[src/rtl/shift_left_seq.sv]
// Iterative left shifter / rotator: moves the operand one bit per clock and
// hands the result back through a valid/ready handshake. One op in flight.
module shift_left_seq #(
  parameter int N = 16,  // data width
  parameter int C = 4    // shift-count width, max shift 2^C-1
) (
  input  logic         clk,
  input  logic         rst_n,
  input  logic         in_valid,
  output logic         in_ready,
  input  logic [N-1:0] In,
  input  logic [C-1:0] Cnt,
  input  logic         Rot,
  output logic         out_valid,
  input  logic         out_ready,
  output logic [N-1:0] Out,
  output logic         busy
);

  typedef enum logic [1:0] {
    IDLE  = 2'd0,
    SHIFT = 2'd1,
    DONE  = 2'd2
  } state_t;

  state_t       state;
  state_t       state_nxt;
  logic [N-1:0] acc;
  logic [C-1:0] remaining;
  logic         rot;
  logic         accept;

  // One-position left step: rotate feeds the MSB back in, shift fills zero.
  function automatic logic [N-1:0] step_left(input logic [N-1:0] v,
                                             input logic         r);
    return {v[N-2:0], (r ? v[N-1] : 1'b0)};
  endfunction

  assign accept    = in_valid && in_ready;
  assign busy      = (state != IDLE);
  assign in_ready  = ~busy;
  assign out_valid = (state == DONE);
  assign Out       = acc;

  // State register; reset discards any op in flight.
  always_ff @(posedge clk or negedge rst_n) begin
    if (!rst_n) state <= IDLE;
    else        state <= state_nxt;
  end

  // Next-state logic; a zero count skips straight to DONE.
  always_comb begin
    state_nxt = state;
    case (state)
      IDLE:    if (accept) state_nxt = (Cnt == '0) ? DONE : SHIFT;
      SHIFT:   if (remaining == C'(1)) state_nxt = DONE;
      DONE:    if (out_ready) state_nxt = IDLE;
      default: state_nxt = IDLE;
    endcase
  end

  // Operand capture on accept, then one shift step per SHIFT cycle.
  // acc is held in DONE and IDLE so Out keeps the last result.
  always_ff @(posedge clk or negedge rst_n) begin
    if (!rst_n) begin
      acc       <= '0;
      remaining <= '0;
      rot       <= 1'b0;
    end else if (accept) begin
      acc       <= In;
      remaining <= Cnt;
      rot       <= Rot;
    end else if (state == SHIFT) begin
      acc       <= step_left(acc, rot);
      remaining <= remaining - C'(1);
    end
  end

endmodule

[config.mk]
export PLATFORM = sky130hd
export DESIGN_NAME = shift_left_seq
export DESIGN_NICKNAME = d
export VERILOG_FILES = /design/src/rtl/shift_left_seq.sv
export SDC_FILE = /design/constraint.sdc
export NUM_CORES = 1
export LEC_CHECK = 0
export ABC_CLOCK_PERIOD_IN_PS = 1800
export BUFFER_PORTS_ARGS = -buffer_cell sky130_fd_sc_hd__buf_2
export CAP_MARGIN = 20
export CORE_MARGIN = 2
export CORE_UTILIZATION = 45
export CTS_CLUSTER_SIZE = 12
export DETAILED_ROUTE_END_ITERATION = 10
export HOLD_SLACK_MARGIN = 0.03
export PLACE_DENSITY_LB_ADDON = 0.25
export SKIP_LAST_GASP = 1
export SLEW_MARGIN = 10
export SYNTH_ARGS = -nofsm -noshare
export SYNTH_HDL_FRONTEND = slang
export SYNTH_SLANG_ARGS = --single-unit
export TNS_END_PERCENT = 10
[constraint.sdc]
create_clock -name clk -period 1.8 [get_ports clk]
set_clock_uncertainty 0.2 [all_clocks]
set_input_delay 0.27 -clock clk [delete_from_list [all_inputs] [get_ports clk]]
set_output_delay 0.27 -clock clk [all_outputs]
set_load 0.01 [all_outputs]
---- After elaboration in Yosys (flattened, before gate mapping) ----
Cells that the tools add are included.
W data, S select, Z words.
cells by class
  add/sub/neg operators ................... 1
  equality and inequality tests ........... 6
  mux-type cells .......................... 10
  bitwise gates (word level) .............. 1
  reduce and logical (&&, ||, !) cells .... 6
operator list
  cell                   count
  $mux W16               2
  $mux W2                4
  $mux W4                2
  $pmux W2 S3            1
  $eq A4 B1 Y1 const B   1
  $logic_not A4 Y1       1
  $ne A2 B2 Y1 const B   2
  $reduce_bool A2 Y1     2
  $sub A4 B1 Y4 const B  1
  $reduce_and A3 Y1      1
  $eq A2 B1 Y1 const B   1
  $eq A2 B2 Y1 const B   1
  $logic_not A2 Y1       1
  $ne A2 B1 Y1 const B   1
  $logic_and A1 B1 Y1    1
  $mux W1                1
  $not A1 Y1             1
storage, ports and cells
  flip-flop bits (word level) ............. 23

---- Depth between registers and ports, before layout ----
  depth after elaboration ................. 5
  gate-level depth with buffers ........... 6
  depth with buffers taken out ............ 5

---- Worst setup path before layout ----
Ideal clock, no wire load.
  path type ............................... register -> register
  from .................................... register remaining[2]
  to ...................................... register remaining[3]
  setup time .............................. 0.126 ns
  arrival ................................. 1.201 ns
  required time ........................... 1.474 ns
  path slack .............................. 0.273 ns
  cell stages (with the launch flop) ...... 4
  cell sequence ........................... dfrtp_1 > or3_1 > a21o_1 > a221o_1
between the ends
  longest elaborated chain between the ends .. 3
ends and longest elaborated chain
  element                   RTL line  source
  start: declaration        29        logic [C-1:0] remaining;
  start signal: assignment  71        remaining <= Cnt;
  start signal: assignment  75        remaining <= remaining - C'(1);
  $sub A4 B1 Y4             75
  $mux W4                   73        end else if (state == SHIFT) begin
  $mux W4                   69        end else if (accept) begin
No other way between the ends. The select of a mux whose other input is x is not followed.
A chain may end at the register's enable or synchronous reset.

---- Final worst setup path ----
  from .................................... register state[1]
  to ...................................... output port out_valid
between the ends
  longest elaborated chain between the ends .. 1
ends and longest elaborated chain
  element                   RTL line  source
  start: declaration        26        state_t state;
  start signal: assignment  48        else state <= state_nxt;
  $eq A2 B2 Y1              42        assign out_valid = (state == DONE);
  end: declaration          14        output logic out_valid,
No other way between the ends.

==> metrics.cfg <==
[critical_path]
required_ns = 1.33
worstPathMaxFanout = 9
critical_path_class = reg -> out
ff2ff_path_depth = 3
timing.rr.start = remaining[2]
rr_endpoint = remaining[3]
end_kind = output pin
start_kind = register
cp_data_arrival_time_ns = 1.21
rrSetupSlack_ns = 0.20

[clock_network]
cts_buffers = 3
tritoncts = built
clockBufferDepth = 2
cts_resized = 0
cts.sinks = 23
worstSkewPairLatency_ns = 0.31
root_buffer = clkbuf_4
cts_max_level = 1
cts.clk_slew.worst_paths_ns = 0.13

[power_and_ir_drop]
power.share.sequential_pct = 39.5
ir_worst_vdd_uv = 862
p_comb_share_pct = 50.8
p_clk_share_pct = 9.7
power.internal_w = 0.00145
power_switching_w = 0.00104
total_leakage_power_nw = 0.841
p_sw_share_pct = 41.9
power_density_nw_per_um2 = 1560

[floorplanning]
floorplan.initialDensity_pct = 48.6
pin_count = 44
fp.dieW_um = 53.6
num_rows = 17
die-area_um2 = 2870
core_area_um2 = 2280
die_h_um = 53.6

[hold_path]
min_to = state[1]
min_path_cells = 3
hold_start = out_ready
timing.hold.worst.class = in -> reg

[placement]
placed_cells = 182
placedInstanceArea_um2 = 1360
dp_hpwl_um = 1900
routabilityCongestion = 0.717
place_ws_ns = 0.213
portBuffers = 43

[route]
drc = 0
ant_nets = 0
drtPass1Iterations = 4
vias_per_cell = 5.07
drt_wl_total_um = 2790
drt-initial-drc-count = 14
wl_per_cell_um = 13.4
vias = 1054

[final_layout]
postLayoutCellArea_um2 = 1600
postLayoutCoreUtil_pct = 70.4
diodes = 0
final_nets = 208
fillers = 169
drive_gt1_share_pct = 31.7
stdcell_count = 208
syn2layout_area_growth_pct = 44.8

[synthesis]
synth_top_area_share_pct = 52.0
syn_avg_cell_area_um2 = 9.88
synth_warnings = 0
yosysSeqAreaShare_pct = 52.0
mappedNetlistArea_um2 = 1110
synth.area.top_cells = dfrtp_1, nand2_1, a22oi_1, a221o_1, ha_1
syn-num-nets = 139
synthCells = 112
ys_ff_latch = 23
synth.distinct_cells = 27
yosys.area.top_type = dfrtp_1

[sta]
fin_crit_sh_pct = 93.2
tightest_slew_ns = 0.511
fin_ws_ns = 0.122
drv_slew = 0
slew_headroom_pct = 65.9
setup_tns_ns = 0
finalSetupViolCount = 0
fin_crit_ns = 1.68
rsz0062_at_grt = false
final_hold_viol_count = 0
fmax_mhz = 596

[grt]
antenna_found_initial = 0
grt_max_degree = 24
grt_usage_pct = 22.7
grt.overflow.total = 0
grt_pass1_vias = 1013
grt_pass1_wl_um = 4600

[run_status]
outcome = complete, no violations

[run]
drv_cap = 0

[registers in the layout, summed over array words and instances (netlist names)]
register / cells
remaining: 4
state: 2
Out: 16
rot: 1
[cells in the mapped netlist (all sizes together)]
master	n
a221o	3
a21o	1
buf	7
o21ai	2
a21bo	1
or3	1
nand3b	1
nand3	2
a21oi	2
nor2b	2
xor2	1
and4b	1
nor3b	1
nor4	1
nand2b	2
or3b	1
nor3	1
o21bai	1
inv	3
a22oi	15
mux2	1
nor2	4
nand2	33
ha	2
dfrtp	23
[per-layer routing]
| metal | track usage, % | vias up | routed length, um |
|---|---|---|---|
| met5 | 0 | - | 0 |
| met4 | 11.1 | 0 | 59 |
| met3 | 3.61 | 7 | 129 |
| met2 | 40.3 | 34 | 1400 |
| met1 | 26.5 | 491 | 1200 |
| li1 | - | 522 | - |
[critical path: stages (launching register included)]
cell and delay [ns]:
dfrtp_1 0.53, nor2b_1 0.21, buf_2 0.15
[power groups by stage]
stage          logic (W)  registers, W  clock network [W]
2_1_floorplan   0.000801      0.000992                  0
3_3_place_gp     0.00120      0.000976                  0
3_5_place_dp     0.00123      0.000996                  0
4_1_cts          0.00127      0.000985           0.000243
5_1_grt          0.00145       0.00102           0.000264
6_report         0.00126      0.000985           0.000242
[cells by family (layout without fill, tap and decap cells)]
| logic type | after synthesis | after routing | share of synthesized area, % |
|---|---|---|---|
| mux | 1 | 1 | 1.02 |
| fa+ha+maj | 2 | 2 | 2.26 |
| buf+inv | 10 | 78 | 5.20 |
| compound gates | 25 | 25 | 17.3 |
| xor+xnor | 1 | 1 | 0.792 |
| flops | 23 | 23 | 52.0 |
| simple gates | 50 | 50 | 21.4 |
[how the worst max path moves through the flow]
stage	startpoint	to	slack [ns]	cells past startpoint
floorplan	remaining[2]	remaining[3]	0.27	3
global placement	remaining[2]	remaining[3]	0.26	3
detailed placement	remaining[2]	remaining[3]	0.21	3
CTS	state[0]	busy	0.12	3
global route	state[1]	out_valid	0.04	2
finish	state[1]	out_valid	0.12	2
[layout make-up]
cell class / instances / area [um^2] / share of cell area (%)
Sequential cell: 23 / 576 / 35.9
Timing Repair Buffer: 71 / 480 / 30.0
Multi-Input combinational cell: 79 / 473 / 29.5
Tap cell: 28 / 35.0 / 2.19
Clock buffer: 4 / 26.3 / 1.64
Inverter: 3 / 11.3 / 0.703
[placed cells by master (no fill, tap or decap), types with 2 or more instances in the layout]
master         netlist  final
buf_2                4     43
a221o_1              3      3
nand2b_1             2      2
nand2_1             33     33
ha_1                 2      2
o21ai_0              2      2
nor2b_1              2      2
dlygate4sd3_1        0     22
buf_4                2      6
inv_1                3      3
clkbuf_4             0      3
a22oi_1             15     15
a21oi_1              2      2
dfrtp_1             23     23
nor2_1               4      4
nand3_1              2      2
[per-stage QoR]
| step | hold WS (ns) | total power (W) |
|---|---|---|
| after floorplan | -0.226 | 0.00179 |
| after CTS | 0.0352 | 0.00250 |
| final | 0.0266 | 0.00249 |
| after detailed placement | 0.0730 | 0.00222 |
| after global routing | 0.0503 | 0.00274 |
| after global placement | 0.0714 | 0.00218 |
[what timing repair did]
action / CTS / global route
hold endpoints to repair: 44 / 0
hold buffers: 22 / 0
buffers inserted: 0 / 0
No activity file was read; power rests on OpenSTA's default activity.
